### src/rtl/ram_writer_pkg.sv
// Shared types and constants for the RAM block writer: FSM state enum,
// default parameter values and beat-count helpers.
package ram_writer_pkg;

  typedef enum logic {
    IDLE  = 1'b0,
    WRITE = 1'b1
  } state_t;

  localparam int DEF_DATA_W    = 128;
  localparam int DEF_BYTE_W    = 8;
  localparam int DEF_ADDR_W    = 8;
  localparam int DEF_BASE_ADDR = 1;

  // Number of RAM words needed to store one block.
  function automatic int beat_count(input int data_w, input int byte_w);
    return data_w / byte_w;
  endfunction

  // Beat counter width; never narrower than one bit so single-beat blocks still elaborate.
  function automatic int beat_cnt_w(input int n);
    return (n > 1) ? $clog2(n) : 1;
  endfunction

endpackage

### src/rtl/ram_beat_mux.sv
// Combinational selector: returns word k of the holding register,
// least-significant word at k = 0.
module ram_beat_mux
  import ram_writer_pkg::*;
#(
  parameter int DATA_W = DEF_DATA_W,
  parameter int BYTE_W = DEF_BYTE_W,
  parameter int N      = beat_count(DATA_W, BYTE_W),
  parameter int SEL_W  = beat_cnt_w(N)
) (
  input  logic [DATA_W-1:0] hold,
  input  logic [SEL_W-1:0]  sel,
  output logic [BYTE_W-1:0] beat_data
);

  always_comb begin
    beat_data = '0;
    for (int i = 0; i < N; i++) begin
      if (sel == SEL_W'(i)) beat_data = hold[i*BYTE_W +: BYTE_W];
    end
  end

endmodule

### src/rtl/ram_block_writer.sv
// Serialises a DATA_W block into N consecutive BYTE_W RAM writes.
// Optional feature macro RAM_BLOCK_WRITER_APPEND_EN: blocks continue at the address after the previous block.
module ram_block_writer
  import ram_writer_pkg::*;
#(
  parameter int DATA_W    = DEF_DATA_W,
  parameter int BYTE_W    = DEF_BYTE_W,
  parameter int ADDR_W    = DEF_ADDR_W,
  parameter int BASE_ADDR = DEF_BASE_ADDR
) (
  input  logic              clk,
  input  logic              rst_n,
  input  logic              in_valid,
  output logic              in_ready,
  input  logic [DATA_W-1:0] in_data,
  input  logic              abort,
  output logic              ram_we,
  output logic [ADDR_W-1:0] ram_addr,
  output logic [BYTE_W-1:0] ram_wdata,
  output logic              busy,
  output logic              done
);

  localparam int N  = beat_count(DATA_W, BYTE_W);
  localparam int CW = beat_cnt_w(N);
  localparam logic [CW-1:0]     LAST_BEAT = CW'(N - 1);
  localparam logic [ADDR_W-1:0] BASE      = ADDR_W'(BASE_ADDR);

  if (((DATA_W % BYTE_W) != 0) || (DATA_W < BYTE_W)) begin : g_bad_width
    $error("ram_block_writer: DATA_W must be a non-zero integer multiple of BYTE_W");
  end

  state_t              state, state_nxt;
  logic [CW-1:0]       beat;
  logic [DATA_W-1:0]   hold;
  logic                last_beat;
  logic                accept;
  logic [ADDR_W-1:0]   start_addr;

  always_ff @(posedge clk or negedge rst_n) begin
    if (!rst_n) state <= IDLE;
    else        state <= state_nxt;
  end

  // abort outranks both acceptance and completion on the final beat
  always_comb begin
    state_nxt = state;
    in_ready  = 1'b0;
    ram_we    = 1'b0;
    busy      = 1'b0;
    done      = 1'b0;
    last_beat = 1'b0;
    accept    = 1'b0;
    case (state)
      IDLE: begin
        in_ready = !abort;
        accept   = in_valid && !abort;
        if (accept) state_nxt = WRITE;
      end
      WRITE: begin
        ram_we    = 1'b1;
        busy      = 1'b1;
        last_beat = (beat == LAST_BEAT);
        in_ready  = last_beat && !abort;
        accept    = in_valid && last_beat && !abort;
        done      = last_beat && !abort;
        if (abort)                       state_nxt = IDLE;
        else if (last_beat && !accept)   state_nxt = IDLE;
      end
      default: state_nxt = IDLE;
    endcase
  end

`ifdef RAM_BLOCK_WRITER_APPEND_EN
  logic [ADDR_W-1:0] next_base;

  always_ff @(posedge clk or negedge rst_n) begin
    if (!rst_n) begin
      next_base <= BASE;
    end else if (state == WRITE) begin
      if (abort)          next_base <= BASE;
      else if (last_beat) next_base <= ram_addr + ADDR_W'(1);
    end
  end

  // A block chained on the final beat cannot wait for next_base to update.
  assign start_addr = last_beat ? (ram_addr + ADDR_W'(1)) : next_base;
`else
  assign start_addr = BASE;
`endif

  // Beat counter and address hold their values in IDLE so ram_addr/ram_wdata stay put.
  always_ff @(posedge clk or negedge rst_n) begin
    if (!rst_n) begin
      hold     <= '0;
      beat     <= '0;
      ram_addr <= BASE;
    end else if (accept) begin
      hold     <= in_data;
      beat     <= '0;
      ram_addr <= start_addr;
    end else if ((state == WRITE) && !abort && !last_beat) begin
      beat     <= beat + CW'(1);
      ram_addr <= ram_addr + ADDR_W'(1);
    end
  end

  ram_beat_mux #(
    .DATA_W (DATA_W),
    .BYTE_W (BYTE_W),
    .N      (N),
    .SEL_W  (CW)
  ) u_beat_mux (
    .hold      (hold),
    .sel       (beat),
    .beat_data (ram_wdata)
  );

endmodule
### config.mk
export PLATFORM = sky130hd
export DESIGN_NAME = ram_block_writer
export DESIGN_NICKNAME = d
export VERILOG_FILES = /design/src/rtl/ram_writer_pkg.sv /design/src/rtl/ram_beat_mux.sv /design/src/rtl/ram_block_writer.sv
export SDC_FILE = /design/constraint.sdc
export NUM_CORES = 1
export LEC_CHECK = 0
export BUFFER_PORTS_ARGS = -buffer_cell sky130_fd_sc_hd__buf_2
export CAP_MARGIN = 20
export CORE_MARGIN = 4
export CORE_UTILIZATION = 30
export DETAILED_ROUTE_END_ITERATION = 12
export PLACE_DENSITY = 0.48
export SETUP_SLACK_MARGIN = 0.3
export SYNTH_ARGS = -nofsm -noshare
export SYNTH_HDL_FRONTEND = slang
export SYNTH_SLANG_ARGS = --single-unit
### constraint.sdc
create_clock -name clk -period 2.88 [get_ports clk]
set_input_delay 0.144 -clock clk [delete_from_list [all_inputs] [get_ports clk]]
set_output_delay 0.144 -clock clk [all_outputs]
set_load 0.02 [all_outputs]
Word-level counts from Yosys, hierarchy flattened. Index checks and enable logic that the tools add are counted.

Register bits: 141. Input port bits: 132. Output and inout port bits: 20. Logic and storage cells: 63.

Add/sub/neg operators: 2. Equality and inequality tests: 15. Multiplexer cells: 29. Bitwise operators: 1. Reduce and logical (&&, ||, !) cells: 12.

Operator list (count): 8-bit two-way mux (18); 4-bit equality test, second input constant (8); 4-bit by 3-bit equality test with 1-bit output, second input constant (4); 8-bit by 1-bit adder with 8-bit output, second input constant (1); 4-bit by 2-bit equality test with 1-bit output, second input constant (2); 4-bit two-way mux (2); 1-bit logical AND (7); 1-bit two-way mux (6); 1-bit case mux with 2 select lines (3); 4-bit by 1-bit adder with 4-bit output, second input constant (1); 4-bit by 1-bit equality test with 1-bit output, second input constant (1); 4-bit logical NOT (1); 1-bit logical NOT (3); 2-bit nonzero test (1); 1-bit inverter (1).

Logic depth before layout (Yosys ltp). Gate-level depths: netlist (run 1).

Word-level depth: 17. Mapped depth: 9. Depth with buffers taken out: 7.

Hierarchy. From an unflattened synthesis (run 1), not the netlist that was laid out.

Cells, all modules: 507. Area, all modules: 6940.4 sq um.

By module, submodules not included: ram_block_writer (instances 1, cells each 335, area each 5609.1 sq um, seq. area each 3529.6 sq um); ram_beat_mux (instances 1, cells each 172, area each 1331.3 sq um, seq. area each 0.0 sq um).

Least setup slack after synthesis (run 1). Ideal clock, no wire load.

Path type: register to output. Start: register beat[1]. End: output port ram_wdata[1]. Data arrival time: 2082 ps. Required time: 2736 ps. Setup slack: 654 ps. Stages on the path, launching flop included: 10. Path buffers: 2. Cells stage by stage: dfrtp_1 inv_1 ha_1 buf_2 nor2b_1 buf_2 a221oi_1 nor3_1 o221ai_1 a221oi_1.

Word-level cells in the longest chain between the ends: 17. Elaborated cells on any way between the ends: 32. Classes of those cells: eq/ne: 15; mux: 16; reduce/logical: 1.

Ends and longest elaborated chain: from (decl) (line ram_block_writer.sv:34) `logic [CW-1:0] beat;`; from (signal assigned) (line ram_block_writer.sv:103) `beat <= beat + CW'(1);`; 4-bit logical NOT (line ram_beat_mux.sv:19) `if (sel == SEL_W'(i)) beat_data = hold[i*BYTE_W +: BYTE_W];`; 8-bit two-way mux (15 in series) (line ram_beat_mux.sv:19); 8-bit two-way mux * (line ram_beat_mux.sv:19); to (decl) (line ram_block_writer.sv:19) `output logic [BYTE_W-1:0] ram_wdata,`.

Every way passes the cells marked *; elsewhere a longest branch is shown, timed or not.

Worst setup path after layout (run 1).
Start: register beat[0]. End: output port ram_wdata[0].

The elaborated chain is that of the path after synthesis.

==> impl_metrics.py, run 1 <==
metrics = {
    "timing": {
        "rsz0062_at_grt": "yes",
        "finClkSkew_ps": 7.56,
        "setup_viol": 0,
        "hold_viol": 0,
        "setup_ws_ps": 208,
        "worstMarginPinSlew_ps": 559,
        "fin_crit_sh_pct": 92.8,
        "fmax_mhz": 374,
        "relSlewSlack_pct": 62.8,
        "tns_ps": 0,
        "drv_slew": 0,
        "fin_crit_ps": 2670,
    },
    "routing": {
        "dr.pass1.iters": 4,
        "routed_wl_mm": 22.4,
        "drc": 0,
        "via_count": 5810,
        "initialDrtViolationCount": 376,
        "routedWlPerCell_um": 19.1,
        "vias_per_cell": 4.95,
        "drtAntennaViolNets": 0,
    },
    "critical_path": {
        "cp_data_arrival_time_ps": 2530,
        "slowest_delay_ps": 410,
        "worstPathRequired_ps": 2740,
        "worstPathCellList": "buf_4 > ha_4 > buf_16 > nand3b_1 > a221oi_4 > o2bb2ai_2 > a21oi_2 > o32a_1 > buf_6",
        "critPathKind": "reg2out",
        "cp_max_fo": 7,
        "cp-end-kind": "output port",
        "worst_setup_path_start_kind": "register",
        "crit_slowest_cell": "dfrtp_1",
    },
    "place": {
        "finalWeightedCongestion": 0.890,
        "io_buffers": 151,
        "place_ws_ps": 277,
        "place_hpwl_mm": 15.7,
    },
    "final_layout": {
        "fill_cells": 2016,
        "multiInputGateArea_um2": 3260,
        "final_nets": 1017,
        "post_route_cells_drive_above_1_share_pct": 40.1,
        "final-seq-area_um2": 3530,
        "area_growth_pct": 51.6,
    },
    "min_path": {
        "worstHoldPathType": "in2reg",
    },
    "clock_tree": {
        "clkTransAtPathRegs_ps": 60,
        "cts-root-buf": "clkbuf_16",
        "cts_sinks": 141,
        "cts.path.max_buffers": 2,
        "numCtsBuffers": 17,
        "worstSkewPairLatency_ps": 430,
        "h-tree-depth": 4,
        "cts_tree": "done",
    },
    "synthesis": {
        "syn_nets": 712,
        "synthCells": 575,
        "yosysUniqueCellTypes": 54,
        "synth_top_area_share_pct": 51.2,
        "netlist_top_cells_area": "dfrtp_1, mux2_2, mux2_1",
        "synth_seq_area_share_pct": 51.6,
        "synth-edff-count": 0,
        "yosysTopAreaCell": "dfrtp_1",
        "ys.flop_type": "dfrtp_1",
        "syn-cell-area_um2": 6840,
        "synthArstFlopShare_pct": 100,
        "synth_seq_cells": 141,
        "synth_warnings": 0,
        "synth.avg_cell_area_um2": 11.9,
    },
    "run": {
        "cap_violations": 0,
    },
    "floorplanning": {
        "fp.dieArea_um2": 25300,
        "start_util_pct": 30.9,
        "io_pins": 152,
        "die_x_um": 159,
        "die_y_um": 159,
        "rows": 54,
        "fp.coreArea_um2": 22200,
    },
    "global_route": {
        "grt_usage_pct": 17.9,
        "grt_max_degree": 73,
        "antenna_found_initial": 0,
        "grt_pass1_wl_mm": 35.8,
        "first_global_vias": 6349,
        "grt-ovfl-total": 0,
    },
    "pwr": {
        "power_w": 0.00828,
        "cellPowerDensity_nw_per_um2": 798,
        "p_leak_nw": 4.42,
        "vdd_drop_max_uv": 436,
    },
    "status": {
        "outcome": "finished, final reports clean",
    },
}
==> path summary, 6_finish.rpt <==
| check | start | endpoint | slack, ps | cells past startpoint |
|---|---|---|---|---|
| setup / recovery | beat[0]$_DFFE_PN0P_ | ram_wdata[0] | 210 | 9 |
| hold / removal | in_valid | beat[2]$_DFFE_PN0P_ | 110 | 4 |
| setup reg to reg | beat[0]$_DFFE_PN0P_ | hold[107]$_DFFE_PN0P_ | 430 | 8 |
| hold reg to reg | hold[68]$_DFFE_PN0P_ | hold[68]$_DFFE_PN0P_ | 490 | 1 |
| max in group asynchronous | rst_n | hold[61]$_DFFE_PN0P_ | 1880 | 3 |
| min in group asynchronous | rst_n | hold[36]$_DFFE_PN0P_ | 170 | 2 |
==> worst max-delay path: cells and delay by family, from the launching register on <==
kind	cells	cell delay, ps
adders and majority gates	1	190
DFF	1	410
buffers and inverters	3	440
AOI/OAI and AO/OA	4	870
and+or+nand+nor	1	210
==> what timing repair did <==
| action | in CTS | in global routing |
|---|---|---|
| hold buffers | 131 | 0 |
| setup buffers | 12 | 9 |
| hold endpoints to repair | 228 | 0 |
| resized for setup | 77 | 18 |
| setup endpoints to repair | 8 | 8 |
| pin swaps | 16 | 13 |
| gates cloned | 1 | 0 |
==> sequential cells by signal (all words and copies together) (netlist names) <==
signal and count:
beat 4, hold 128, ram_addr 8, state 1
==> power by group <==
| group | switching, W | total, W | internal (W) |
|---|---|---|---|
| Combinational | 0.00172 | 0.00334 | 0.00162 |
| Clock | 0.000875 | 0.00225 | 0.00138 |
| Sequential | 0.000314 | 0.00268 | 0.00237 |
| Total | 0.00291 | 0.00828 | 0.00536 |
==> synthesized netlist by cell type (3+ instances only) <==
| library cell | n |
|---|---|
| dfrtp_1 | 140 |
| mux2_2 | 74 |
| mux2_1 | 50 |
| a21oi_1 | 40 |
| o21ai_0 | 28 |
| nor2_1 | 25 |
| nand2_1 | 23 |
| a221oi_1 | 18 |
| o22ai_1 | 18 |
| buf_2 | 15 |
| inv_1 | 12 |
| buf_4 | 10 |
| clkbuf_1 | 8 |
| nand2b_1 | 8 |
| nor2b_1 | 7 |
| xnor2_1 | 7 |
| a22oi_1 | 6 |
| buf_8 | 6 |
| nand3_1 | 6 |
| nor4_1 | 6 |
| o2bb2ai_1 | 6 |
| ha_1 | 5 |
| a211oi_1 | 4 |
| nor3_1 | 4 |
| o21a_1 | 4 |
| o221ai_1 | 4 |
| nand3b_1 | 3 |
| o31ai_1 | 3 |
| o32a_1 | 3 |
| or3_1 | 3 |
==> stage by stage <==
stage / hold slack, ps / utilization, % / instances / area, um^2
2_1_floorplan: -152 / - / 575 / 6840
6_report: 111 / 46.8 / 1174 / 10400
4_1_cts: 78.6 / 46.2 / 1164 / 10200
3_3_place_gp: 36.7 / 35.6 / 988 / 7880
3_5_place_dp: 38.6 / 35.6 / 988 / 7880
5_1_grt: 188 / 46.8 / 1173 / 10400
==> layout make-up <==
type	instances	share of cell area, %
inverters	15	0.664
flip-flops and latches	141	34.1
well taps	280	3.38
diodes	1	0.0241
repair buffers	327	24.5
clock buffers	21	4.63
clock inverters	11	1.27
multi-input cells	378	31.5
==> cell usage in the layout, fill, tap and decap left out, types with 5 or more instances in the layout <==
cell	count
a21oi_1	32
a21oi_2	9
a221oi_1	10
a221oi_2	5
a22oi_1	5
buf_12	5
buf_2	143
buf_4	39
buf_6	7
clkbuf_16	17
dfrtp_1	137
dlygate4sd3_1	131
inv_1	9
mux2_1	50
mux2_2	74
nand2_1	23
nand2b_1	5
nand3_1	6
nor2_1	24
o21ai_0	21
o21ai_1	6
o22ai_1	18
o2bb2ai_1	5
xnor2_1	7
==> logic make-up (layout without fill, tap and decap cells) <==
family,Yosys count,count (layout),share of synthesized area [%]
multiplexers,126,126,20.7
adder cells (fa/ha/maj),5,5,0.914
XOR/XNOR,8,8,1.02
flip-flops,141,141,51.6
other,0,1,0
AO/OA/AOI/OAI,148,148,14.3
AND/OR/NAND/NOR,91,91,6.53
buffers and inverters,56,374,4.99
==> metal layers <==
metal	share of wire (%)	GRT usage (%)	routed length (um)	vias to the layer above
met2	46	27.8	10300	177
met4	1.9	6.47	434	0
li1	-	-	-	2742
met5	0	0	0	-
met3	4.8	3.57	1070	30
met1	47	25.0	10500	2861
No activity file was read; power rests on OpenSTA's default activity.
==> run 2: changes to the inputs <==
--- a/config.mk
+++ b/config.mk
@@ -14,4 +14,5 @@
 export SETUP_SLACK_MARGIN = 0.3
 export SYNTH_ARGS = -nofsm -noshare
 export SYNTH_HDL_FRONTEND = slang
+export SYNTH_HIERARCHICAL = 1
 export SYNTH_SLANG_ARGS = --single-unit
==> impl_metrics.py, run 2 <==
metrics = {
    "status": {
        "outcome": "finished, final reports clean",
    },
    "floorplanning": {
        "die_x_um": 160,
        "die_y_um": 160,
        "io_pins": 152,
        "rows": 55,
        "start_util_pct": 30.6,
        "fp.coreArea_um2": 22700,
        "fp.dieArea_um2": 25600,
    },
    "clock_tree": {
        "cts_tree": "done",
        "cts_sinks": 141,
        "clkTransAtPathRegs_ps": 60,
        "cts-root-buf": "clkbuf_16",
        "numCtsBuffers": 17,
        "worstSkewPairLatency_ps": 420,
        "cts.path.max_buffers": 2,
        "h-tree-depth": 4,
    },
    "synthesis": {
        "synth-edff-count": 0,
        "netlist_top_cells_count": "dfrtp_1, mux2_2, mux2_4",
        "netlist_top_cells_area": "dfrtp_1, mux2_2, mux2_4",
        "synth_top_area_share_pct": 50.5,
        "syn_nets": 641,
        "ys.flop_type": "dfrtp_1",
        "synth_warnings": 6,
        "synthArstFlopShare_pct": 100,
        "synth_seq_cells": 141,
        "yosysUniqueCellTypes": 49,
        "synth_seq_area_share_pct": 50.9,
        "synth.most_common_cell": "dfrtp_1",
        "synthCells": 507,
        "synth.avg_cell_area_um2": 13.7,
        "syn-cell-area_um2": 6940,
        "yosysTopAreaCell": "dfrtp_1",
    },
    "timing": {
        "relSlewSlack_pct": 39.1,
        "setup_ws_ps": 343,
        "worstMarginPinSlew_ps": 914,
        "rsz0062_at_grt": "no",
        "fin_crit_ps": 2540,
        "tns_ps": 0,
        "finClkSkew_ps": 7.97,
        "setup_viol": 0,
        "whs_ps": 196,
        "fin_crit_sh_pct": 88.1,
        "hold_viol": 0,
        "drv_slew": 0,
        "fmax_mhz": 394,
    },
    "critical_path": {
        "critPathKind": "reg2out",
        "cp_max_fo": 36,
        "cp-end-kind": "output port",
        "crit_slowest_cell": "dfrtp_2",
        "cp_data_arrival_time_ps": 2390,
        "worstPathCellList": "buf_12 > or3_1 > o21ai_0 > o22ai_1 > a221oi_2 > buf_4",
        "slowest_delay_ps": 480,
        "worst_setup_path_start_kind": "register",
        "worst-path-buf-inv": 2,
        "crit_family": "compound AO/OA/AOI/OAI gates",
        "worstPathRequired_ps": 2740,
    },
    "global_route": {
        "grt_util_met3_pct": 4.46,
        "grt_usage_pct": 15.4,
        "use_met2_pct": 25.4,
        "grt_pass1_wl_mm": 30.9,
        "grt_max_degree": 98,
        "grt-ovfl-total": 0,
        "antenna_found_initial": 1,
        "first_global_vias": 5668,
        "grt-busiest-layer": "met2",
        "gr-usage-met1_pct": 20.1,
    },
    "pwr": {
        "p_int_w": 0.00455,
        "combPwrFrac_pct": 26.6,
        "p_clk_share_pct": 32.7,
        "cellPowerDensity_nw_per_um2": 651,
        "vdd_drop_max_uv": 328,
        "switchingPower_w": 0.00190,
        "p_seq_share_pct": 40.7,
        "p_leak_nw": 4.30,
        "power_w": 0.00645,
        "p_sw_share_pct": 29.4,
    },
    "final_layout": {
        "largest_reg_flops": 128,
        "post_route_cells_drive_above_1_share_pct": 44.7,
        "final_nets": 925,
        "reg.largest.list": "hold (128), ram_addr (8), beat (4)",
        "insertedDiodeCount": 0,
        "regMostFlops": "hold",
        "layout_common_cells": "buf_2, dfrtp_1, dlygate4sd3_1",
        "area_growth_pct": 42.7,
        "final_common_cell": "buf_2",
    },
    "routing": {
        "initialDrtViolationCount": 236,
        "via_count": 5240,
        "drc": 0,
        "routed_wl_mm": 19.9,
        "drtAntennaViolNets": 0,
        "vias_per_cell": 4.81,
        "routedWlPerCell_um": 18.2,
        "dr.pass1.iters": 5,
    },
    "min_path": {
        "worstHoldPathType": "in2reg",
    },
    "place": {
        "place_ws_ps": 531,
        "place_hpwl_mm": 13.9,
        "io_buffers": 151,
        "finalWeightedCongestion": 0.794,
    },
    "run": {
        "cap_violations": 0,
    },
}
## run 2: power groups by stage
stage / combinational, W / clock [W] / sequential, W
after floorplan: 0.00106 / 0 / 0.00258
after global placement: 0.00148 / 0 / 0.00266
after detailed placement: 0.00151 / 0 / 0.00266
after CTS: 0.00167 / 0.00217 / 0.00263
after global routing: 0.00187 / 0.00227 / 0.00268
final: 0.00172 / 0.00211 / 0.00262
## run 2: metrics by stage
step                      cells  cell area (um^2)  utilization (%)
after detailed placement    920              7880             34.7
after floorplan             507              6940                -
after CTS                  1081              9780             43.1
after global routing       1089              9900             43.6
after global placement      920              7880             34.7
final                      1089              9900             43.6
## run 2: path summary, 6_finish.rpt
kind                                        from                       to  slack, ps  cells after the start
min reg2reg                hold[100]$_DFFE_PN0P_    hold[100]$_DFFE_PN0P_        500                      1
min                                        abort  ram_addr[2]$_DFFE_PN0P_        200                      4
max                          beat[0]$_DFFE_PN0P_             ram_wdata[7]        340                      6
max in group asynchronous                  rst_n     hold[52]$_DFFE_PN0P_       1610                      3
max reg2reg                  beat[0]$_DFFE_PN0P_     hold[34]$_DFFE_PN0P_        540                      7
min in group asynchronous                  rst_n  ram_addr[7]$_DFFE_PN0P_        360                      2
## run 2: per-layer routing
metal / wire length (um) / vias to the layer above
met1: 8820 / 2615
met4: 231 / 2
li1: - / 2452
met3: 1060 / 21
met5: 7 / -
met2: 9740 / 150
## run 2: tightest hold or removal path, delay by kind of cell
family        cells  cell delay, ps
buf+inv           1             180
xor+xnor          1             130
simple gates      2             120
## run 2: what timing repair did
action                                  4_1_cts  5_1_grt
hold buffers                                129        0
pin swaps                                     0        1
gates cloned                                  0        1
endpoints found under the setup margin        8        8
resized for setup                            10       11
endpoints found under the hold margin       222        0
buffers inserted                              0        7
## run 2: layout make-up
type,count,area [um^2]
inverter,3,15.0
timing repair buffer,300,2280
fill,2084,12800
clock inverter,13,118
tap,285,357
multi-input combinational,328,3140
clock buffer,19,453
sequential,141,3530
## run 2: cell families after synthesis
kind of cell	share of synthesized area (%)
mux	30.2
flops	50.9
simple gates	6.26
compound gates	7.18
buf+inv	4.27
xor+xnor	0.883
fa+ha+maj	0.360
